File: src/rtl/seg_scan_ctrl.sv
// Four-digit common-anode display scanner with frame-synchronous double buffering.
// Each digit slot lasts REFRESH_DIV cycles; a new value is committed only when digit 0 starts.
module seg_scan_ctrl #(
    parameter int REFRESH_DIV = 100000,
    parameter int NUM_DIGITS  = 4
) (
    input  logic        clk,
    input  logic        rst,
    input  logic [15:0] value_in,
    input  logic        load,
    input  logic        blank_lz,
    output logic [3:0]  bcd,
    output logic [3:0]  an,
    output logic [1:0]  digit_idx,
    output logic        frame_tick
);

    localparam int             CW       = (REFRESH_DIV > 1) ? $clog2(REFRESH_DIV) : 1;
    localparam logic [CW-1:0]  CNT_MAX  = CW'(REFRESH_DIV - 1);
    localparam logic [1:0]     LAST_IDX = 2'(NUM_DIGITS - 1);

    logic [CW-1:0] cnt;
    logic [1:0]    idx;
    logic [15:0]   shadow;
    logic [15:0]   active;

    logic          tick;
    logic [1:0]    idx_nxt;
    logic [15:0]   active_nxt;
    logic [3:0]    nib;
    logic [3:0]    upper_zero;
    logic [3:0]    bcd_nxt;
    logic [3:0]    an_nxt;

    assign tick      = (cnt == CNT_MAX);
    assign digit_idx = idx;

    // Slot outputs are computed from the post-commit value so digit 0 of a new frame
    // already shows the freshly committed number.
    always_comb begin
        idx_nxt    = idx + 2'd1;
        active_nxt = (idx_nxt == 2'd0) ? shadow : active;
        nib        = active_nxt[4*idx_nxt +: 4];

        upper_zero[3] = (active_nxt[15:12] == 4'd0);
        upper_zero[2] = upper_zero[3] && (active_nxt[11:8] == 4'd0);
        upper_zero[1] = upper_zero[2] && (active_nxt[7:4] == 4'd0);
        upper_zero[0] = 1'b0;

        bcd_nxt = 4'hF;
        an_nxt  = 4'b1111;
        if (!((nib > 4'd9) || (blank_lz && upper_zero[idx_nxt]))) begin
            bcd_nxt = nib;
            an_nxt  = ~(4'b0001 << idx_nxt);
        end
    end

    always_ff @(posedge clk) begin
        if (rst) begin
            cnt        <= '0;
            idx        <= LAST_IDX;
            shadow     <= '0;
            active     <= '0;
            bcd        <= 4'hF;
            an         <= 4'b1111;
            frame_tick <= 1'b0;
        end else begin
            cnt        <= tick ? '0 : cnt + 1'b1;
            frame_tick <= 1'b0;
            if (load)
                shadow <= value_in;
            if (tick) begin
                idx        <= idx_nxt;
                active     <= active_nxt;
                bcd        <= bcd_nxt;
                an         <= an_nxt;
                frame_tick <= (idx_nxt == 2'd0);
            end
        end
    end

endmodule

File: config.mk
export PLATFORM = sky130hd
export DESIGN_NAME = seg_scan_ctrl
export DESIGN_NICKNAME = d
export VERILOG_FILES = /design/src/rtl/seg_scan_ctrl.sv
export SDC_FILE = /design/constraint.sdc
export NUM_CORES = 1
export LEC_CHECK = 0
export ABC_AREA = 0
export CAP_MARGIN = 25
export CORE_ASPECT_RATIO = 1.75
export CORE_MARGIN = 2
export CORE_UTILIZATION = 50
export DETAILED_ROUTE_END_ITERATION = 16
export HOLD_SLACK_MARGIN = 0.15
export PLACE_DENSITY = 0.84
export RECOVER_POWER = 25
export SKIP_LAST_GASP = 1
export SYNTH_ARGS = -nofsm -noshare
export SYNTH_HDL_FRONTEND = slang
export SYNTH_SLANG_ARGS = --single-unit
File: constraint.sdc
create_clock -name clk -period 2.2 [get_ports clk]
set_clock_uncertainty 0.2 [all_clocks]
set_input_delay 0.44 -clock clk [delete_from_list [all_inputs] [get_ports clk]]
set_output_delay 0.44 -clock clk [all_outputs]
set_load 0.02 [all_outputs]
After elaboration in Yosys (flattened, before gate mapping):

Index checks and enable logic that the tools add are counted.

* $add $sub $neg: 2
* order comparisons: 2
* eq/ne operators: 1
* shifts and indexed selects: 2
* mux-type cells: 5
* bitwise operators: 2
* reductions and logical operators: 10

Operator list (number)
* 17-bit by 1-bit adder with 17-bit output, second input constant: 1
* 17-bit == test, second input constant: 1
* 16-bit 2-to-1 mux: 1
* 16-bit by 5-bit indexed part select with 4-bit output: 1
* 4-bit logical NOT: 3
* 4-bit 2-to-1 mux: 2
* 4-bit greater-than comparator, second input constant: 1
* 4-bit NOT: 1
* 2-bit OR reduction: 2
* 1-bit by 2-bit left shift with 4-bit output, first input constant: 1
* 1-bit logical AND: 3
* 2-bit by 3-bit < comparator with 1-bit output, second input constant: 1
* 2-bit by 1-bit adder with 2-bit output, second input constant: 1
* 1-bit binary-select mux with 2-bit select: 1
* 2-bit logical NOT: 1
* 1-bit logical OR: 1
* 1-bit 2-to-1 mux: 1
* 1-bit NOT: 1

* bits in registers: 60
* bits of input ports: 20
* output and inout port bits: 11
* word-level logic and storage cells: 31

Logic depth before layout (Yosys ltp):

* depth in word-level cells: 11
* gate-level depth with buffers: 8
* depth with buffers taken out: 7

Least setup slack after synthesis:

Ideal clock, no wire load.

* kind: register to register
* start point: reg idx[1], in the netlist digit_idx[1]
* end point: reg an[0]
* library setup time: 131 ps
* data arrival time: 1990 ps
* required time: 1869 ps
* setup slack: -121 ps
* cell stages (with the launch flop): 8
* path buffers: 1
* clock period less this slack: 2321 ps
* cell sequence: dfxtp_1 -> ha_1 -> buf_6 -> mux4_1 -> mux2i_1 -> a21oi_1 -> nor4_4 -> a21oi_1

* word-level cells in the longest chain between the ends: 11
* elaborated cells between the ends (all ways): 17
* those cells by class: add/sub: 1; order compare: 1; shift: 2; mux: 4; bitwise: 1; reduce/logical: 8

RTL lines
* start: declaration: RTL line 23 `logic [1:0] idx;`
* start signal: assignment: RTL line 73 `idx <= idx_nxt;`
* 2-bit by 1-bit adder with 2-bit output (*): RTL line 41 `idx_nxt = idx + 2'd1;`
* parallel branches: the longest is 9 deep, another holds 4-bit greater-than comparator
* 4-bit 2-to-1 mux (*): RTL line 52 `if (!((nib > 4'd9) || (blank_lz && upper_zero[idx_nxt]))) begin`
* end signal: assignment: RTL line 76 `an <= an_nxt;`
* end: declaration: RTL line 13 `output logic [3:0] an,`

Mark *: on every way between the ends. The select of a mux whose other input is x is not followed.
A chain may end at the register's enable or synchronous reset.

Worst setup path in the final report:

* start point: reg idx[0], in the netlist digit_idx[0]
* end point: reg bcd[2]

* word-level cells in the longest chain between the ends: 11
* elaborated cells between the ends (all ways): 15
* those cells by class: add/sub: 1; order compare: 1; shift: 1; mux: 4; reduce/logical: 8

RTL lines
* 2-bit by 1-bit adder with 2-bit output (*): RTL line 41
* parallel branches: the longest is 9 deep, another holds 4-bit greater-than comparator
* 4-bit 2-to-1 mux (*): RTL line 52
* end signal: assignment: RTL line 75 `bcd <= bcd_nxt;`
* end: declaration: RTL line 12 `output logic [3:0] bcd,`

Marks and branches as above.

==> impl_metrics.toml <==
[outcome]
status = "finished with violations"
violations = "setup timing"

[finish]
nNetsFinal = 365
drive_above_1_share_pct = 19.2
instances_no_fill = 418
syn2layout_area_growth_pct = 29.9
diodes = 0
fin_area_um2 = 3570

[synth]
syn_area_um2 = 2750
async_reset_ff_share_pct = 0
netlist_instances = 287
synth_top_area_cell = "dfxtp_1"
syn_nets = 312
yosysSeqAreaShare_pct = 43.7
synth-edff-count = 0
yosysWarnings = 0
synth.lib_cells_used.distinct = 35
synthTopCellsByArea = "dfxtp_1, mux2i_1, nor2_1, mux4_1, a21oi_1"
synth.most_common_cell = "nor2_1"
yosys.area.top_type_share_pct = 43.7
ys_ff_latch = 60
avgSynthCellArea_um2 = 9.57
yosys-top-cells-count = "nor2_1, dfxtp_1, mux2i_1"
synthFlopType = "dfxtp_1"

[placement]
numPortBuffers = 30
gp_congestion = 0.847
post-place-cells = 398
place_area_um2 = 3220
hpwl_um = 4400

[grt]
grt_usage_pct = 21.9
grt_overflow = 0
grt_pass1_vias = 2203
grt_pass1_wl_um = 9980
antenna_found_initial = 0
grt_max_degree = 24

[setup_path]
crit_path_start_kind = "flip-flop"
critPathCaptureType = "flip-flop"
crit_fanout = 7
cp.arrival_ps = 2310
path_class = "reg2reg"
required_ps = 2260

[die]
coreArea_um2 = 5300
die_y_um = 102
ioPinCount = 31
die-area_um2 = 6130
fp-row-count = 35
floorplan.initialDensity_pct = 51.9
fp.dieW_um = 60.0

[drt]
num_vias = 2271
firstDrtPassIters = 4
first_iter_violations = 121
vias_per_cell = 5.43
antenna_left = 0
wirelength_um = 6580
drc = 0
detail_route.wl_per_cell_um = 15.7

[clocking]
clk_pin_slew_ps = 60
cts-root-buf = "clkbuf_8"
cts_made_buffers = 9
cts_buffer_depth = 2
htree_levels = 3
insertion_delay_ps = 340
cts_hold_buf = 0
cts.sinks = 60
cts_tree = "built"

[timing]
grt_setup_unrepaired = "yes"
layout_worst_path_cycle_share_pct = 103
finalHoldViolCount = 0
worstMarginPinSlew_ps = 513
fmax_mhz = 443
setup-violations-final = 7
fin_ws_ps = -57.3
slew_headroom_pct = 65.5
slew_violations = 0
min_period_ps = 2260

[run]
max_cap_viol_count = 0

[power]
power.density_nw_per_um2 = 617
p_leak_nw = 1.46
peakVddDrop_uv = 452

[min_path]
hp-class = "reg2reg"
==> routing by layer <==
metal	GRT usage, %	wire, µm
met1	22.0	2460
met2	39.8	3740
met3	6.71	247
met4	9.57	133
met5	0	0
==> path summary, 6_finish.rpt <==
kind / startpoint / end / slack, ps / depth (start not counted)
setup reg to reg: digit_idx[0] / bcd[2] / -60 / 9
setup / recovery: digit_idx[0] / bcd[2] / -60 / 9
hold reg to reg: active[0] / active[0] / 250 / 2
hold / removal: active[0] / active[0] / 250 / 2
==> power breakdown <==
part	internal, mW	switching, mW
registers	1.11	0.0250
clock network	0.524	0.396
logic	0.0833	0.0667
total	1.71	0.487
==> kinds of logic after synthesis <==
family,Yosys count,share of synthesized area (%)
buffers and inverters,19,4.14
AO/OA/AOI/OAI,31,6.28
flip-flops,60,43.7
adder cells (fa/ha/maj),5,2.28
XOR/XNOR,15,4.78
multiplexers,36,17.9
AND/OR/NAND/NOR,121,20.9
==> flip-flops by register name (all words and copies together) (netlist names) <==
name / cells
active: 16
an: 4
bcd: 4
cnt: 17
digit_idx: 2
frame_tick: 1
shadow: 16
==> through the flow <==
| stage | utilization (%) | power [mW] | setup WS [ps] | hold WS (ps) | TNS, ps |
|---|---|---|---|---|---|
| global placement | 60.8 | 1.28 | -34.4 | 228 | -224 |
| detailed placement | 60.8 | 1.29 | -133 | 249 | -758 |
| floorplan | - | 1.22 | 25.6 | 218 | 0 |
| global route | 67.3 | 2.29 | -115 | 288 | -622 |
| CTS | 65.1 | 2.20 | -7.16 | 258 | -7.16 |
| finish | 67.3 | 2.20 | -57.3 | 254 | -200 |
==> layout make-up <==
type / instances / area, µm²
repair buffers: 56 / 527
clock buffers: 14 / 183
clock inverters: 1 / 5.00
fillers: 398 / 1730
well taps: 74 / 92.6
flip-flops and latches: 60 / 1210
multi-input cells: 208 / 1530
inverters: 5 / 22.5
==> placed cells by master (no fill, tap or decap), types with 4 or more instances in the layout <==
cell	instances
nor2_1	63
xor2_1	10
nand2_1	20
mux2i_1	25
mux4_2	5
buf_4	20
nand4_1	4
and3_1	4
a21oi_1	20
clkdlybuf4s50_1	29
nand3_1	9
dfxtp_1	58
clkbuf_8	13
a21oi_2	5
xnor2_1	5
==> worst max-delay path, cell delays in order, from the launching register on <==
cell and delay, ps:
dfxtp_4 360, ha_4 180, clkbuf_16 150, buf_4 150, nor3_1 210, o221ai_2 170, a221oi_4 340, nor4_4 80
buf_6 160, a21oi_1 180
==> what timing repair did <==
| item | 4_1_cts | 5_1_grt |
|---|---|---|
| endpoints found under the hold margin | 0 | 0 |
| resized for setup | 6 | 24 |
| setup buffers | 3 | 1 |
| pin swaps | 1 | 4 |
| gates cloned | 0 | 1 |
| setup endpoints to repair | 8 | 13 |
(Power assumes the default switching activity.)
